<file path="config.mk">
export PLATFORM = sky130hd
export DESIGN_NAME = mem_port_arbiter
export DESIGN_NICKNAME = d
export VERILOG_FILES = /design/src/rtl/mem_port_arbiter.sv
export SDC_FILE = /design/constraint.sdc
export NUM_CORES = 1
export LEC_CHECK = 0
export CORE_MARGIN = 1
export CORE_UTILIZATION = 31
export CTS_CLUSTER_SIZE = 8
export DETAILED_ROUTE_END_ITERATION = 8
export HOLD_SLACK_MARGIN = 0.08
export PLACE_DENSITY = 0.87
export RECOVER_POWER = 50
export SYNTH_ARGS = -nofsm -noshare
export SYNTH_HDL_FRONTEND = slang
export SYNTH_SLANG_ARGS = --single-unit
</file>
<file path="constraint.sdc">
create_clock -name clk_i -period 5 [get_ports clk_i]
set_clock_uncertainty 0.2 [all_clocks]
set_input_delay 1 -clock clk_i [delete_from_list [all_inputs] [get_ports clk_i]]
set_output_delay 1 -clock clk_i [all_outputs]
set_load 0.02 [all_outputs]
</file>
<file path="src/rtl/mem_port_arbiter.sv">
// Two-requester arbiter for one single-port synchronous RAM: A (CPU) and B (peripheral)
// share port A of the RAM with round-robin start and bounded bursts under contention.
module mem_port_arbiter #(
  parameter int BURST_MAX = 4
) (
  input  logic        clk_i,
  input  logic        rst_ni,
  input  logic        req_a_i,
  input  logic        we_a_i,
  input  logic [9:0]  addr_a_i,
  input  logic [15:0] wdata_a_i,
  input  logic        req_b_i,
  input  logic        we_b_i,
  input  logic [9:0]  addr_b_i,
  input  logic [15:0] wdata_b_i,
  output logic        gnt_a_o,
  output logic        gnt_b_o,
  output logic        ack_a_o,
  output logic        ack_b_o,
  output logic [15:0] rdata_a_o,
  output logic [15:0] rdata_b_o,
  output logic [9:0]  ram_addr_o,
  output logic [15:0] ram_data_o,
  output logic        ram_we_o,
  input  logic [15:0] ram_q_i
);

  localparam int CW = $clog2(BURST_MAX + 1);
  localparam logic [CW-1:0] BURST_LIM = CW'(BURST_MAX);

  typedef enum logic [1:0] {IDLE, OWN_A, OWN_B} state_e;

  state_e        state_q, state_d;
  logic          ptr_q, ptr_d;      // 0 = A has priority, 1 = B
  logic [CW-1:0] cnt_q, cnt_d;
  logic [CW-1:0] cnt_sat;
  logic          ack_a_q, ack_b_q;
  logic          beat_a, beat_b;

  assign cnt_sat = (cnt_q == BURST_LIM) ? cnt_q : cnt_q + 1'b1;

  always_ff @(posedge clk_i or negedge rst_ni) begin
    if (!rst_ni) begin
      state_q <= IDLE;
      ptr_q   <= 1'b0;
      cnt_q   <= '0;
      ack_a_q <= 1'b0;
      ack_b_q <= 1'b0;
    end else begin
      state_q <= state_d;
      ptr_q   <= ptr_d;
      cnt_q   <= cnt_d;
      ack_a_q <= beat_a;
      ack_b_q <= beat_b;
    end
  end

  always_comb begin
    state_d    = state_q;
    ptr_d      = ptr_q;
    cnt_d      = cnt_q;
    beat_a     = 1'b0;
    beat_b     = 1'b0;
    ram_addr_o = '0;
    ram_data_o = '0;
    ram_we_o   = 1'b0;

    case (state_q)
      IDLE: begin
        if (req_a_i && req_b_i) state_d = ptr_q ? OWN_B : OWN_A;
        else if (req_a_i)       state_d = OWN_A;
        else if (req_b_i)       state_d = OWN_B;
      end
      OWN_A: begin
        ram_addr_o = addr_a_i;
        ram_data_o = wdata_a_i;
        ram_we_o   = we_a_i & req_a_i;
        if (req_a_i) begin
          beat_a = 1'b1;
          cnt_d  = cnt_sat;
          if (cnt_sat == BURST_LIM && req_b_i) state_d = OWN_B;
        end else begin
          state_d = req_b_i ? OWN_B : IDLE;
        end
      end
      OWN_B: begin
        ram_addr_o = addr_b_i;
        ram_data_o = wdata_b_i;
        ram_we_o   = we_b_i & req_b_i;
        if (req_b_i) begin
          beat_b = 1'b1;
          cnt_d  = cnt_sat;
          if (cnt_sat == BURST_LIM && req_a_i) state_d = OWN_A;
        end else begin
          state_d = req_a_i ? OWN_A : IDLE;
        end
      end
      default: state_d = IDLE;
    endcase

    // Any change of owner restarts the burst count and hands priority to the other side.
    if (state_d != state_q) cnt_d = '0;
    if (state_q == OWN_A && state_d != OWN_A) ptr_d = 1'b1;
    if (state_q == OWN_B && state_d != OWN_B) ptr_d = 1'b0;
  end

  assign gnt_a_o   = (state_q == OWN_A);
  assign gnt_b_o   = (state_q == OWN_B);
  assign ack_a_o   = ack_a_q;
  assign ack_b_o   = ack_b_q;
  assign rdata_a_o = ram_q_i;
  assign rdata_b_o = ram_q_i;

endmodule

</file>
* Word level (Yosys, flattened, before mapping) *
Cells that the tools add are included.
W data, S select, Z words.

operators by class
  reduce and logical (&&, ||, !) cells = 9
  bitwise gates (word level) = 2
  mux-type cells = 25
  eq/ne operators = 9
  add/subtract/negate cells = 1

operators with widths
  kind                   number
  $pmux W16 S2           1
  $pmux W10 S2           1
  $mux W2                9
  $mux W3                4
  $mux W1                7
  $eq A3 B3 Y1 const B   2
  $ne A3 B2 Y1 const B   2
  $pmux W2 S3            1
  $pmux W3 S2            1
  $logic_and A1 B1 Y1    5
  $add A3 B1 Y3 const B  1
  $reduce_and A3 Y1      1
  $reduce_bool A3 Y1     1
  $and A1 B1 Y1          2
  $eq A2 B1 Y1 const B   1
  $eq A2 B2 Y1 const B   1
  $logic_not A2 Y1       1
  $ne A2 B1 Y1 const B   1
  $ne A2 B2 Y1           1
  $ne A2 B2 Y1 const B   1
  $pmux W1 S2            1
  $reduce_bool A2 Y1     1

word-level totals
  bits of input ports = 74
  register bits after elaboration = 8
  logic and storage cells = 51

* Logic depth before layout (Yosys ltp) *
Gate-level depths: netlist (run 1).

  word-level depth = 11
  mapped depth = 9

* Worst setup path after synthesis (run 1) *
OpenSTA, ideal clock, no wires.

  path kind = register to output
  from = register state_q[0]
  to = output port ram_addr_o[0]
  buffers on the path = 2
  slack = 1854 ps
  arrival = 1946 ps
  required time = 3800 ps
  cell stages (with the launch flop) = 7
  cells stage by stage = dfrtp_1 > inv_1 > ha_1 > clkbuf_1 > clkbuf_1 > a22oi_1 > nor2b_1

between the ends
  longest elaborated chain between the ends = 2
  elaborated cells on any way between the ends = 3
  classes of those cells = 2 x eq/ne; 1 x mux

ends and longest elaborated chain
  what                    line  text
  start, declared         33    state_e state_q, state_d;
  start signal, assigned  50    state_q <= state_d;
  $eq A2 B2 Y1            --
  via gnt_b_o             17    output logic gnt_b_o,
  $pmux W10 S2            68    case (state_q)
  end, declared           22    output logic [9:0] ram_addr_o,

The timed path passes the listed nets, and every way through them passes these cells.

* Worst setup path after layout (run 1) *
  from = register state_q[1]
  to = output port ram_we_o

between the ends
  longest elaborated chain between the ends = 2
  elaborated cells on any way between the ends = 3
  classes of those cells = 2 x eq/ne; 1 x mux

ends and longest elaborated chain
  what                                          line  text
  $eq A2 B2 Y1 or $eq A2 B1 Y1 (tied branches)  68
  $pmux W1 S2 *                                 68
  end, declared                                 24    output logic ram_we_o,

Mark *: on every way between the ends. The rest lies on a longest branch, timed or not.

==> out/metrics.csv, run 1 <==
metric,value,unit
status,completed,
R2R cell count,8,
Fin Setup TNS,0,ns
RePlAce Congestion,0.849,
Setup-failing EPs final,0,
Die Wd,66.6,um
worst hold endpoint,ptr_q,
dpl ws,1.09,ns
vias post-DR,1374,
Crit Path Max Fanout,28,
sequential cell area,200,sq um
first-pass GRT wire length,5590,um
total length of routed wires,3940,um
HP Class,register to register,
slowest cell on the critical path,ha_1,
post-CTS sizing,0,
RSZ-0062 raised after global routing,false,
Worst R2R Start,state_q[1],
pin count of the biggest net entering global routing,29,
"most common cell after layout, fill and taps aside",clkdlybuf4s50_1,
die height,66.6,um
Crit path arrival time,2.86,ns
CTS tree,built,
P_leak,0.746,nW
Rel. slew slack,31.3,%
initial antenna violation count,0,
total core area,4000,sq um
fillers,378,
share of the yosys chip area belonging to registers,15.5,%
number of synthesized register bits,8,
CP Data Required Time,3.80,ns
Final HPWL DP,3010,um
Clock Path Buffers,2,
Reg2Reg Setup Slack,1.90,ns
CTS buffer count,3,
DRC violations left,0,
area of the mapped netlist,1290,sq um
most frequent cells in the layout,"clkdlybuf4s50_1 (86), a22oi_1 (26), nor2b_1 (26)",
CTS H-Tree Depth,1,
CP Launch Type,register,
Syn Inst Count,166,
IO Count,137,
Post-synth EDFFs,0,
Syn Nets,246,
floorplan row count,23,
Main synth FF type,dfrtp_1,
total iterations of the first detailed-routing run,4,
count of cell types in the netlist,37,
CP peak stage delay,0.84,ns
port bufs,88,
max cap viols,0,
clk sink count,8,
critical-path cell list,"inv_1, ha_1, nand2_1, inv_1, nand2_1, a21boi_0, clkdlybuf4s50_1",
Routed Antenna Nets,0,
grt met3 use,3.60,%
setup bufs post-CTS,0,
initial DRC count,134,
P per Cell Area,501,nW/um^2
nature of the critical path endpoint,output port,
Clock transition at path regs,0.04,ns
Max VDD drop,0.192,mV
WHS Path Cells,2,
Initial Utilization,32.4,%
Skew-Pair Late Insertion Delay,0.24,ns
grt total ovfl,0,
final hold vios,0,
hold_sp,ptr_q,
fraction of registers with async set/reset,100,%
grt met2 use,28.8,%
Total GRT Usage,16.8,%
M1 GR Usage,19.1,%
area taken by multi-input logic gates,786,sq um
"Slew Viols, Final",0,
Syn Area/Cell,7.80,sq um
YS warnings,0,
number of global-route vias before repair,1178,
final worst slack,0.941,ns
fmax,246,MHz
period utilization,81.2,%
hold_buf cts,0,
layout cells sized above 1,4.59,%
Final min period,4.06,ns
root buf cell,clkbuf_8,
r2r endpoint,cnt_q[2],
Die ar.,4440,sq um
nets,300,
Syn-to-layout area delta,55.9,%
busiest layer in global routing,met2,
wire per inst,14.7,um
Inserted Diodes,0,
Vias per Instance,5.13,
Worst-Margin Slew,1.03,ns
crit path kind,register to output port,
final cells by class:
type	instances	area share, %
Sequential cell	8	9.91
Timing Repair Buffer	90	44.4
Clock buffer	3	2.04
Multi-Input combinational cell	108	38.9
Inverter	9	1.67
Tap cell	50	3.10
stage by stage:
stage	util, %	area (sq um)	power [mW]	cells	hold WS [ns]
floorplan	-	1290	0.663	166	0.287
global placement	49.5	1980	0.913	265	0.319
detailed placement	49.5	1980	0.924	265	0.330
CTS	50.5	2020	1.01	268	0.338
global route	50.5	2020	1.08	268	0.360
finish	50.5	2020	1.01	268	0.334
cell usage after synthesis, types with 2 or more instances:
master | n | share of area, %
o21ai_0 | 3 | 1.2
nand2_1 | 6 | 1.7
clkbuf_1 | 8 | 2.3
nor2b_1 | 26 | 13
nand2b_1 | 2 | 0.97
nor3_1 | 3 | 1.2
ha_1 | 6 | 5.8
dfrtp_1 | 8 | 15
inv_1 | 9 | 2.6
o41ai_1 | 2 | 1.4
mux2i_1 | 3 | 2.3
nor2_1 | 4 | 1.2
a21oi_1 | 6 | 2.3
a22oi_1 | 26 | 15
buf_4 | 32 | 19
sequential cells by signal, indices dropped and copies added (netlist names):
name	flops
cnt_q	3
state_q	2
ack_a_o	1
ack_b_o	1
ptr_q	1
per-layer routing:
| layer | vias to the layer above | share of wire [%] |
|---|---|---|
| met2 | 68 | 51 |
| met5 | - | 0 |
| met4 | 0 | 2.3 |
| met1 | 624 | 40 |
| li1 | 670 | - |
| met3 | 12 | 6.1 |
cells by family (layout without fill, tap and decap cells):
kind of cell / count (synthesis) / count (layout) / synth area share [%]
DFF: 8 / 8 / 15.5
buffers and inverters: 50 / 102 / 23.9
muxes: 3 / 3 / 2.32
adders and majority gates: 6 / 6 / 5.80
AOI/OAI and AO/OA: 51 / 51 / 30.3
xor gates and xnor gates: 1 / 1 / 0.676
and+or+nand+nor: 47 / 47 / 21.5
critical path, delay by kind of cell (launching register included):
kind,cells,cell delay [ns]
fa+ha+maj,1,0.84
compound gates,1,0.14
flops,1,0.48
buf+inv,3,0.87
simple gates,2,0.30
worst max path at each step:
stage | start | to | slack (ns) | depth (start not counted)
2_1_floorplan | state_q[0] | ram_addr_o[0] | 1.85 | 6
3_3_place_gp | req_a_i | ram_we_o | 1.13 | 6
3_5_place_dp | req_a_i | ram_we_o | 1.09 | 6
4_1_cts | state_q[1] | ram_we_o | 0.97 | 7
5_1_grt | state_q[1] | ram_we_o | 0.72 | 7
6_report | state_q[1] | ram_we_o | 0.94 | 7
where the power goes:
group / switching [mW] / internal (mW) / total (mW)
Combinational: 0.423 / 0.391 / 0.813
Sequential: 0.0281 / 0.0870 / 0.115
Clock: 0.0298 / 0.0525 / 0.0823
No activity file was read; power rests on OpenSTA's default activity.
==> inputs of run 2 (changes only) <==
--- a/config.mk
+++ b/config.mk
@@ -6,11 +6,11 @@
 export NUM_CORES = 1
 export LEC_CHECK = 0
 export CORE_MARGIN = 1
-export CORE_UTILIZATION = 31
+export CORE_UTILIZATION = 26
 export CTS_CLUSTER_SIZE = 8
 export DETAILED_ROUTE_END_ITERATION = 8
 export HOLD_SLACK_MARGIN = 0.08
-export PLACE_DENSITY = 0.87
+export PLACE_DENSITY = 0.78
 export RECOVER_POWER = 50
 export SYNTH_ARGS = -nofsm -noshare
 export SYNTH_HDL_FRONTEND = slang
==> constraint.sdc (replaced) <==
create_clock -name clk_i -period 3.4 [get_ports clk_i]
set_clock_uncertainty 0.2 [all_clocks]
set_input_delay 0.68 -clock clk_i [delete_from_list [all_inputs] [get_ports clk_i]]
set_output_delay 0.68 -clock clk_i [all_outputs]
set_load 0.02 [all_outputs]
==> run 2 against run 1 <==
Routed wire length down 6.3%; via count up 1.8%; critical path type unchanged; flip-flop and latch count unchanged; largest power group unchanged; highest routed layer unchanged; sequential share of layout area down 0.34 points; worst hold slack worse by 0.016 ns.
==> out/metrics.csv, run 2 (same netlist as run 1, synthesis figures left out) <==
metric,value,unit,change
max cap viols,0,,unchanged
number of global-route vias before repair,1296,,+10%
fmax,318,MHz,
Clock transition at path regs,0.04,ns,about the same
pin count of the biggest net entering global routing,25,,-14%
Skew-Pair Late Insertion Delay,0.23,ns,about the same
IO Count,137,,unchanged
total core area,4750,sq um,+19%
CTS tree,built,,
CP Launch Type,register,,
"most common cell after layout, fill and taps aside",clkdlybuf4s50_1,,
DP Area,2050,sq um,+3.6%
floorplan row count,25,,+8.7%
Vias per Instance,4.82,,-5.9%
Initial Utilization,27.2,%,-5.1 points
DRC violations left,0,,unchanged
root buf cell,clkbuf_8,,
Routed Antenna Nets,0,,unchanged
Syn-to-layout area delta,61.4,%,
Final HPWL DP,2870,um,-4.9%
Rel. slew slack,72.6,%,+41 points
CP Data Required Time,2.52,ns,-1.28 ns
first-pass GRT wire length,5870,um,+5.0%
initial antenna violation count,0,,unchanged
layout cells sized above 1,6.73,%,+2.1 points
final hold vios,0,,unchanged
RSZ-0062 raised after global routing,false,,
hold_buf cts,0,,unchanged
met2 routed wirelength,1770,um,-13%
HP Class,register to register,,
Die ar.,5270,sq um,+19%
P_leak,0.774,nW,+3.8%
biggest regs,"cnt_q: 3 flops, state_q: 2 flops",,
die height,72.6,um,+8.9%
P per Cell Area,732,nW/um^2,+46%
Max VDD drop,0.216,mV,+13%
nature of the critical path endpoint,output port,,
worst hold-check slack,0.318,ns,-0.0163 ns
grt total ovfl,0,,unchanged
crit path kind,register to output port,,
initial DRC count,65,,-51%
Total GRT Usage,13.9,%,-2.9 points
total length of routed wires,3690,um,-6.3%
Final min period,3.15,ns,
CTS buffer count,3,,unchanged
total iterations of the first detailed-routing run,4,,unchanged
nets,305,,+1.7%
Die Wd,72.6,um,+8.9%
setup bufs post-CTS,0,,unchanged
Fin Setup TNS,0,ns,unchanged
period utilization,92.6,%,
vias post-DR,1399,,+1.8%
most frequent cells in the layout,"clkdlybuf4s50_1 (87), a22oi_1 (26), nor2b_1 (26)",,
post-CTS sizing,0,,unchanged
Crit path arrival time,2.27,ns,-0.59 ns
clk sink count,8,,unchanged
CTS H-Tree Depth,1,,unchanged
status,completed,,
RePlAce Congestion,0.805,,-5.1%
"Slew Viols, Final",0,,unchanged
Crit Path Max Fanout,20,,-29%
Clock Path Buffers,2,,unchanged
highest metal layer with signal wires,met4,,
DRT met1 WL,1560,um,-1.3%
max reg flops,3,,unchanged
Inserted Diodes,0,,unchanged
port bufs,88,,unchanged
Worst-Margin Slew,0.410,ns,-0.621 ns
post-route cell area,2090,sq um,+3.5%
met3 WL,335,um,+40%
wire per inst,12.7,um,-13%
Setup-failing EPs final,0,,unchanged
Biggest register,cnt_q,,
## run 2: changes by cell type in the layout (fill, tap and decap cells not counted)
cell	before	now
buf_12	0	1
clkdlybuf4s50_1	86	87
and2_0	0	1
and2_1	1	0
buf_4	2	6
dlygate4sd3_1	2	1
## run 2: worst paths after layout
kind,start,end,slack [ns],cells after the start
max in group asynchronous,rst_ni,cnt_q[0],2.09,1
worst min-delay path,ptr_q,ptr_q,0.32,2
worst min register to register,ptr_q,ptr_q,0.32,2
min in group asynchronous,rst_ni,state_q[0],0.62,1
worst max register to register,cnt_q[0],cnt_q[2],0.68,8
worst max-delay path,state_q[0],ram_data_o[11],0.25,6
## run 2: area by class of cell
cell class	count	area, sq um
fill	487	2660
timing repair buffer	95	946
multi-input combinational	108	786
sequential	8	200
tap	67	83.8
clock buffer	3	41.3
inverter	9	33.8
## run 2: power breakdown
part / switching (mW) / total, mW / internal (mW)
Clock: 0.0374 / 0.114 / 0.0767
Sequential: 0.0387 / 0.167 / 0.128
Combinational: 0.631 / 1.25 / 0.619
Total: 0.707 / 1.53 / 0.824
## run 2: worst max-delay path, stage by stage (launching register included)
cell and delay [ns]:
dfrtp_1 0.45, inv_1 0.20, ha_1 0.23, buf_4 0.25, a22oi_1 0.12, nor2b_1 0.15
clkdlybuf4s50_1 0.63
## run 2: metrics by stage
step	total power [mW]	util, %	setup slack, ns	std cells
final	1.53	44.0	0.253	290
after global routing	1.66	44.0	0.0633	290
after CTS	1.54	44.0	0.242	290
after detailed placement	1.42	43.1	0.338	287
after global placement	1.41	43.1	0.358	287
after floorplan	0.974	-	0.574	166
## run 2: per-layer routing
layer	track usage (%)	vias to the layer above
met4	5.01	0
li1	-	679
met2	21.9	80
met5	0	-
met3	4.14	4
met1	18.0	636
